===== config.mk =====
export PLATFORM = sky130hd
export DESIGN_NAME = df_channel_profiler
export DESIGN_NICKNAME = d
export VERILOG_FILES = /design/src/rtl/df_channel_profiler.sv
export SDC_FILE = /design/constraint.sdc
export NUM_CORES = 2
export LEC_CHECK = 0
export ABC_AREA = 1
export CAP_MARGIN = 20
export CORE_MARGIN = 5
export CORE_UTILIZATION = 30
export CTS_CLUSTER_DIAMETER = 50
export DETAILED_ROUTE_END_ITERATION = 8
export PLACE_DENSITY_LB_ADDON = 0.3
export SLEW_MARGIN = 15
export SYNTH_ARGS = -nofsm -noshare
export SYNTH_HDL_FRONTEND = slang
export SYNTH_SLANG_ARGS = --single-unit

===== constraint.sdc =====
create_clock -name clock -period 5.1 [get_ports clock]
set_input_delay 1.53 -clock clock [delete_from_list [all_inputs] [get_ports clock]]
set_output_delay 1.53 -clock clock [all_outputs]
set_load 0.01 [all_outputs]

===== src/rtl/df_channel_profiler.sv =====
// Multi-channel FIFO profiler: per-channel occupancy, high-water, stall and transfer
// statistics with a global stall watchdog and a registered per-channel readout port.
module df_channel_profiler #(
  parameter int NUM_CH        = 6,
  parameter int DEPTH_W       = 16,
  parameter int CNT_W         = 32,
  parameter int STALL_TIMEOUT = 1024,
  localparam int SEL_W        = (NUM_CH > 1) ? $clog2(NUM_CH) : 1
) (
  input  logic               clock,
  input  logic               reset,
  input  logic               enable,
  input  logic               clear,
  input  logic               finish,
  input  logic [NUM_CH-1:0]  wr_en,
  input  logic [NUM_CH-1:0]  rd_en,
  input  logic [NUM_CH-1:0]  wr_block,
  input  logic [NUM_CH-1:0]  rd_block,
  input  logic [SEL_W-1:0]   sel,
  output logic [DEPTH_W-1:0] depth_o,
  output logic [DEPTH_W-1:0] max_depth_o,
  output logic [CNT_W-1:0]   rd_stall_o,
  output logic [CNT_W-1:0]   wr_stall_o,
  output logic [CNT_W-1:0]   xfer_o,
  output logic [NUM_CH-1:0]  underflow,
  output logic [1:0]         state_o,
  output logic               deadlock,
  output logic [NUM_CH-1:0]  deadlock_mask
);

  typedef enum logic [1:0] {
    S_IDLE     = 2'b00,
    S_RUN      = 2'b01,
    S_DONE     = 2'b10,
    S_DEADLOCK = 2'b11
  } state_t;

  state_t r_state, w_state_nxt;

  logic [DEPTH_W-1:0] r_depth    [NUM_CH];
  logic [DEPTH_W-1:0] r_max      [NUM_CH];
  logic [CNT_W-1:0]   r_rd_stall [NUM_CH];
  logic [CNT_W-1:0]   r_wr_stall [NUM_CH];
  logic [CNT_W-1:0]   r_xfer     [NUM_CH];
  logic [NUM_CH-1:0]  r_underflow;
  logic [CNT_W-1:0]   r_quiet;
  logic               r_deadlock;
  logic [NUM_CH-1:0]  r_mask;

  logic [DEPTH_W-1:0] w_depth_nxt    [NUM_CH];
  logic [DEPTH_W-1:0] w_max_nxt      [NUM_CH];
  logic [CNT_W-1:0]   w_rd_stall_nxt [NUM_CH];
  logic [CNT_W-1:0]   w_wr_stall_nxt [NUM_CH];
  logic [CNT_W-1:0]   w_xfer_nxt     [NUM_CH];
  logic [NUM_CH-1:0]  w_underflow_nxt;
  logic [CNT_W-1:0]   w_quiet_nxt;
  logic               w_deadlock_nxt;
  logic [NUM_CH-1:0]  w_mask_nxt;

  logic               w_run;
  logic               w_quiet;
  logic               w_expire;

  logic [DEPTH_W-1:0] r_depth_o, r_max_o, w_sel_depth, w_sel_max;
  logic [CNT_W-1:0]   r_rd_stall_o, r_wr_stall_o, r_xfer_o;
  logic [CNT_W-1:0]   w_sel_rd_stall, w_sel_wr_stall, w_sel_xfer;

  assign w_run    = (r_state == S_RUN);
  assign w_quiet  = ~(|wr_en) & ~(|rd_en) & (|(rd_block | wr_block));
  // Expiry fires on the edge where the quiet count would reach the timeout.
  assign w_expire = w_run && w_quiet && (r_quiet == CNT_W'(STALL_TIMEOUT - 1));

  always_comb begin
    w_state_nxt = r_state;
    if (clear) begin
      w_state_nxt = S_IDLE;
    end else begin
      case (r_state)
        S_IDLE:  if (enable) w_state_nxt = S_RUN;
        S_RUN: begin
          if (finish)        w_state_nxt = S_DONE;
          else if (w_expire) w_state_nxt = S_DEADLOCK;
        end
        default: w_state_nxt = r_state;
      endcase
    end
  end

  always_comb begin
    w_underflow_nxt = r_underflow;
    w_quiet_nxt     = r_quiet;
    w_deadlock_nxt  = r_deadlock;
    w_mask_nxt      = r_mask;
    for (int i = 0; i < NUM_CH; i++) begin
      w_depth_nxt[i]    = r_depth[i];
      w_max_nxt[i]      = r_max[i];
      w_rd_stall_nxt[i] = r_rd_stall[i];
      w_wr_stall_nxt[i] = r_wr_stall[i];
      w_xfer_nxt[i]     = r_xfer[i];
    end
    if (clear) begin
      w_underflow_nxt = '0;
      w_quiet_nxt     = '0;
      w_deadlock_nxt  = 1'b0;
      w_mask_nxt      = '0;
      for (int i = 0; i < NUM_CH; i++) begin
        w_depth_nxt[i]    = '0;
        w_max_nxt[i]      = '0;
        w_rd_stall_nxt[i] = '0;
        w_wr_stall_nxt[i] = '0;
        w_xfer_nxt[i]     = '0;
      end
    end else if (w_run) begin
      for (int i = 0; i < NUM_CH; i++) begin
        if (wr_en[i] && !rd_en[i] && (r_depth[i] != '1)) begin
          w_depth_nxt[i] = r_depth[i] + 1'b1;
        end else if (rd_en[i] && !wr_en[i]) begin
          if (r_depth[i] == '0) w_underflow_nxt[i] = 1'b1;
          else                  w_depth_nxt[i]     = r_depth[i] - 1'b1;
        end
        if (w_depth_nxt[i] > r_max[i]) w_max_nxt[i] = w_depth_nxt[i];
        if (rd_block[i] && (r_rd_stall[i] != '1)) w_rd_stall_nxt[i] = r_rd_stall[i] + 1'b1;
        if (wr_block[i] && (r_wr_stall[i] != '1)) w_wr_stall_nxt[i] = r_wr_stall[i] + 1'b1;
        if (wr_en[i] && (r_xfer[i] != '1))        w_xfer_nxt[i]     = r_xfer[i] + 1'b1;
      end
      w_quiet_nxt = w_quiet ? (r_quiet + 1'b1) : '0;
      // finish outranks expiry: no deadlock is recorded when both land together.
      if (w_expire && !finish) begin
        w_deadlock_nxt = 1'b1;
        w_mask_nxt     = rd_block | wr_block;
      end
    end
  end

  always_comb begin
    w_sel_depth    = '0;
    w_sel_max      = '0;
    w_sel_rd_stall = '0;
    w_sel_wr_stall = '0;
    w_sel_xfer     = '0;
    for (int i = 0; i < NUM_CH; i++) begin
      if (sel == SEL_W'(i)) begin
        w_sel_depth    = w_depth_nxt[i];
        w_sel_max      = w_max_nxt[i];
        w_sel_rd_stall = w_rd_stall_nxt[i];
        w_sel_wr_stall = w_wr_stall_nxt[i];
        w_sel_xfer     = w_xfer_nxt[i];
      end
    end
  end

  always_ff @(posedge clock or negedge reset) begin
    if (!reset) begin
      r_state      <= S_IDLE;
      r_underflow  <= '0;
      r_quiet      <= '0;
      r_deadlock   <= 1'b0;
      r_mask       <= '0;
      r_depth_o    <= '0;
      r_max_o      <= '0;
      r_rd_stall_o <= '0;
      r_wr_stall_o <= '0;
      r_xfer_o     <= '0;
      for (int i = 0; i < NUM_CH; i++) begin
        r_depth[i]    <= '0;
        r_max[i]      <= '0;
        r_rd_stall[i] <= '0;
        r_wr_stall[i] <= '0;
        r_xfer[i]     <= '0;
      end
    end else begin
      r_state      <= w_state_nxt;
      r_underflow  <= w_underflow_nxt;
      r_quiet      <= w_quiet_nxt;
      r_deadlock   <= w_deadlock_nxt;
      r_mask       <= w_mask_nxt;
      r_depth_o    <= w_sel_depth;
      r_max_o      <= w_sel_max;
      r_rd_stall_o <= w_sel_rd_stall;
      r_wr_stall_o <= w_sel_wr_stall;
      r_xfer_o     <= w_sel_xfer;
      for (int i = 0; i < NUM_CH; i++) begin
        r_depth[i]    <= w_depth_nxt[i];
        r_max[i]      <= w_max_nxt[i];
        r_rd_stall[i] <= w_rd_stall_nxt[i];
        r_wr_stall[i] <= w_wr_stall_nxt[i];
        r_xfer[i]     <= w_xfer_nxt[i];
      end
    end
  end

  assign depth_o       = r_depth_o;
  assign max_depth_o   = r_max_o;
  assign rd_stall_o    = r_rd_stall_o;
  assign wr_stall_o    = r_wr_stall_o;
  assign xfer_o        = r_xfer_o;
  assign underflow     = r_underflow;
  assign state_o       = r_state;
  assign deadlock      = r_deadlock;
  assign deadlock_mask = r_mask;

endmodule


# Yosys cells after proc, flatten, opt, wreduce, memory -nomap -nowiden
# Cells that the tools add are included.
# classes
n_addsub	31
n_lt_le_gt_ge	6
n_eq_ne	39
mux	128
bitwise	5
n_reduce_logical	86
# ops
op	count
$mux W32	39
$mux W192	6
$mux W16	48
$add A32 B1 Y32 const B	19
$ne A32 B32 Y1 const B	18
$mux W96	4
$add A16 B1 Y16 const B	6
$gt A16 B16 Y1	6
$logic_not A16 Y1	6
$ne A16 B16 Y1 const B	6
$sub A16 B1 Y16 const B	6
$logic_and A1 B1 Y1	39
$eq A32 B10 Y1 const B	1
$mux W6	5
$reduce_bool A2 Y1	14
$reduce_and A4 Y1	6
$mux W1	21
$reduce_or A6 Y1	3
$logic_not A1 Y1	13
$ne A2 B2 Y1 const B	6
$mux W2	4
$eq A3 B2 Y1 const B	2
$eq A3 B3 Y1 const B	2
$or A6 B6 Y6	1
other kinds (12)	14
# totals
reg_bits	943
inputBits	32
out_inout_bits	143
wordCells	340

# Depth between registers and ports, before layout
# logic_depth
ltp_word	16
mapped_depth	29
mapped_depth_nobuf	27

# Worst setup path before layout
# Ideal clock, no wire load.
# synth_path
path_type	input-to-reg
startpoint	input rd_en[5]
endpoint	register r_max_o[8] (netlist: max_depth_o[8])
arrival_ns	4.015
slack_ns	1.014
stages	21
n_path_buf	2
cell_sequence	inv_1 -> nor2_1 -> clkbuf_1 -> o21ai_0 -> o21ai_0 -> nand2_1 -> nand2_1 -> inv_1 -> ha_1 -> a21oi_1 -> nand2_1 -> o21ai_0 -> nand3_1 -> nand2_1 -> nand2_1 -> nand2_1 -> clkinv_1 -> buf_2 -> nand2_1 -> nand4_1 -> nand4_1
# synth_via
elab_chain_len	11
# synth_rtl
item	line	rtl
start, declared	16	input logic [NUM_CH-1:0] rd_en,
$logic_not A1 Y1	115	if (wr_en[i] && !rd_en[i] && (r_depth[i] != '1)) begin
$logic_and A1 B1 Y1 (2 in series)	115	
$mux W16 (*)	115	
$mux W16 (*)	113	end else if (w_run) begin
$mux W16 (*)	101	if (clear) begin
$gt A16 B16 Y1	121	if (w_depth_nxt[i] > r_max[i]) w_max_nxt[i] = w_depth_nxt[i];
$mux W16 (*)	121	
$mux W96 (*)	113	
$mux W96 (*)	101	
$mux W16 (*)	142	if (sel == SEL_W'(i)) begin
named net w_sel_max[8]	64	logic [DEPTH_W-1:0] r_depth_o, r_max_o, w_sel_depth, w_sel_max;
end signal, assigned	178	r_max_o <= w_sel_max;
end, declared	64	
# Mark *: on every way through the listed nets, which the timed path passes. The rest lies on a longest branch. The select of a mux whose other input is x is not followed.
# A chain may end at the register's enable or synchronous reset.

# Worst setup path after layout
# layout_path
startpoint	input rd_en[0]
endpoint	register r_max_o[13] (netlist: max_depth_o[13])
# layout_via
elab_chain_len	16
# layout_rtl
item	line
$logic_not A1 Y1	115
$logic_and A1 B1 Y1 (2 in series)	115
$mux W16 (*)	115
$mux W16 (*)	113
$mux W16 (*)	101
$gt A16 B16 Y1	121
$mux W16 (*)	121
$mux W96 (*)	113
$mux W96 (*)	101
$mux W16 (*) (6 in series)	142
named net w_sel_max[13]	64
# Marks and branches as above.

==> flow_metrics.py <==
metrics = {
    "cells_and_area": {
        "fin_nets": 11600,
        "drive_gt1_share_pct": 6.91,
        "fin_util_pct": 35.3,
        "syn2layout_area_growth_pct": 17.0,
        "layout_commonest_cell": "nand2_1",
        "mostFrequentLayoutCells": "nand2_1, nor2_1, inv_1",
    },
    "timing": {
        "finalSetupViolCount": 0,
        "tightest_slew_ps": 971,
        "fin_crit_sh_pct": 86.3,
        "drv_slew": 0,
        "hold_viol": 0,
        "skew_ps": 49.4,
        "max_freq_ghz": 0.227,
        "fin_crit_ps": 4400,
        "relSlewSlack_pct": 35.2,
        "rsz0062_at_grt": "no",
    },
    "placed_design": {
        "place_congestion": 0.975,
        "port_buffers": 174,
        "dpl.hpwl_mm": 218,
    },
    "synthesis": {
        "synth_edf_count": 0,
        "yosys_most_used_dff": "dfrtp_1",
        "ys_seq_area_share_pct": 33.6,
        "ys_async_sr_fraction_pct": 100,
        "yosys.cell_types.count": 63,
        "syn-instance-count": 11200,
        "yosys_warnings": 0,
        "syn_nets": 11400,
        "syn_avg_cell_area_um2": 6.27,
        "netlist_area_um2": 70300,
        "ys_ff_latch": 943,
    },
    "cts": {
        "tritoncts": "yes",
        "clock_latency_ps": 840,
        "cts_hold_buffers": 0,
        "htree_levels": 4,
        "cts_resized": 0,
        "cts_made_buffers": 149,
        "path_clk_slew_ps": 60,
        "clock_sink_count": 943,
        "postCtsSetupBuffers": 0,
        "clockBufferDepth": 3,
        "cts-root-buf": "clkbuf_16",
    },
    "grt": {
        "grt_pass1_wl_mm": 430,
        "antenna_found_initial": 19,
        "overflow": 0,
        "grt_max_degree": 119,
        "grt_pass1_vias": 68700,
        "grt_usage_pct": 22.6,
    },
    "run": {
        "drv_cap": 0,
    },
    "setup_path": {
        "max_stage_delay_ps": 690,
        "crit_top_cell": "nand2_1",
        "path_max_fanout": 9,
        "crit_chain": "clkdlybuf4s50_1, inv_1, nor2_1, buf_4, nand3_1, nand2_1, nand2_1, nand2_1, nand2_1, ha_1, nand2_1, nor2_1, nand2_1, nand2_1, nand2_1, nand2_1, nand2_1, inv_1, buf_4, nand2_1, nand3_1, nand3_1, nor2_1, nand3_1",
        "cp_slowest_cell": "clkdlybuf4s50_1",
        "end_kind": "register",
        "arrival_ps": 5110,
        "worst-endpoint-required_ps": 5810,
        "setup.worst_path.start_class": "primary input",
        "path_class": "in -> reg",
    },
    "power": {
        "total_power_mw": 26.8,
        "p_leak_nw": 39.1,
        "vdd_drop_max_mv": 0.258,
        "power_density_nw_per_um2": 326,
    },
    "status": {
        "status": "finished, final reports clean",
    },
    "detailed_routing": {
        "drc": 0,
        "ant_nets": 0,
        "wl_mm": 284,
        "vias": 74000,
        "drt_iter0_markers": 7089,
        "first_pass_iters": 6,
        "vias_per_cell": 5.04,
        "routedWlPerCell_um": 19.3,
    },
    "die": {
        "start_util_pct": 30.2,
        "row_count": 177,
        "die-area_um2": 244000,
        "die_w_um": 494,
        "coreArea_um2": 233000,
        "die_y_um": 494,
        "pin_count": 175,
    },
    "worst_hold_path": {
        "holdCritPathClass": "reg -> reg",
    },
}
-- stage by stage --
| stage | instance area [um^2] | hold WS [ps] | TNS [ps] | worst slack (ps) | instances |
|---|---|---|---|---|---|
| 2_1_floorplan | 70300 | 465 | 0 | 1010 | 11200 |
| 3_3_place_gp | 77000 | 476 | -10.0 | -10.0 | 14400 |
| 3_5_place_dp | 77000 | 480 | -9.19 | -9.19 | 14400 |
| 4_1_cts | 82200 | 491 | 0 | 874 | 14700 |
| 5_1_grt | 82200 | 513 | 0 | 403 | 14700 |
| 6_report | 82200 | 485 | 0 | 698 | 14700 |
-- cell families (layout without fill, tap and decap cells) --
| family | after synthesis | after routing | share of synthesized area (%) |
|---|---|---|---|
| DFF | 943 | 943 | 33.6 |
| and+or+nand+nor | 7379 | 7379 | 45.2 |
| AOI/OAI and AO/OA | 780 | 780 | 6.13 |
| buffers and inverters | 1722 | 2057 | 9.63 |
| other | 0 | 9 | 0 |
| xor gates and xnor gates | 256 | 256 | 3.20 |
| adders and majority gates | 128 | 128 | 2.28 |
-- critical path, delay by kind of cell --
| family | cells | cell delay [ps] |
|---|---|---|
| fa+ha+maj | 1 | 290 |
| simple gates | 18 | 1910 |
| buf+inv | 5 | 1390 |
-- final timing paths --
| kind | from | depth (start not counted) | end | slack [ps] |
|---|---|---|---|---|
| setup / recovery | rd_en[0] | 24 | max_depth_o[13]$_DFF_PN0_ | 700 |
| hold / removal | underflow[2]$_DFFE_PN0P_ | 1 | underflow[2]$_DFFE_PN0P_ | 480 |
| setup reg to reg | r_depth[0]$_DFF_PN0_ | 25 | max_depth_o[12]$_DFF_PN0_ | 1090 |
| hold reg to reg | underflow[2]$_DFFE_PN0P_ | 1 | underflow[2]$_DFFE_PN0P_ | 480 |
| max in group asynchronous | reset | 3 | r_wr_stall[52]$_DFF_PN0_ | 3110 |
| min in group asynchronous | reset | 1 | r_quiet[4]$_DFFE_PN0N_ | 750 |
-- report_power, final --
part / internal [mW] / switching [mW]
combinational: 2.35 / 4.73
sequential: 8.14 / 0.699
clock: 6.44 / 4.44
-- per-layer routing --
metal / wire length [um] / up-vias / track usage, %
met5: 0 / - / 0
met4: 7180 / 0 / 5.37
met3: 20200 / 355 / 3.59
met2: 127000 / 2535 / 35.9
met1: 130000 / 34700 / 32.0
li1: - / 36400 / -
-- cell usage after synthesis, drive strengths merged (12+ instances only) --
cell | instances | share of area, %
nand2 | 3834 | 21
nor2 | 1555 | 8.5
inv | 1311 | 7.0
dfrtp | 943 | 34
nand3 | 841 | 6.1
nand4 | 577 | 5.2
o21ai | 441 | 3.2
nor3 | 268 | 2.1
clkbuf | 247 | 1.3
xor2 | 240 | 3.0
a21oi | 201 | 1.5
buf | 156 | 1.3
and3 | 141 | 1.3
ha | 128 | 2.3
or2 | 58 | 0.52
and2 | 40 | 0.36
o21bai | 37 | 0.40
o22ai | 35 | 0.34
nand3b | 28 | 0.30
nor4 | 28 | 0.26
xnor2 | 16 | 0.20
o21a | 12 | 0.13
-- registers in the layout, summed over array words and instances (netlist names) --
register       count
underflow          6
r_depth           96
xfer_o            32
deadlock           1
depth_o           16
deadlock_mask      6
rd_stall_o        32
max_depth_o       16
r_xfer           192
r_wr_stall       192
wr_stall_o        32
r_rd_stall       192
r_quiet           32
r_max             96
state_o            2
-- area by class of cell --
type | instances | area [um^2]
clock buffer | 167 | 3890
clock inverter | 104 | 1370
antenna | 9 | 22.5
timing repair buffer | 467 | 4500
tap | 3132 | 3920
sequential | 943 | 23600
inverter | 1319 | 4970
fill | 25600 | 151000
multi-input combinational | 8543 | 40000
Note: power is estimated with default switching activity, not from simulation.
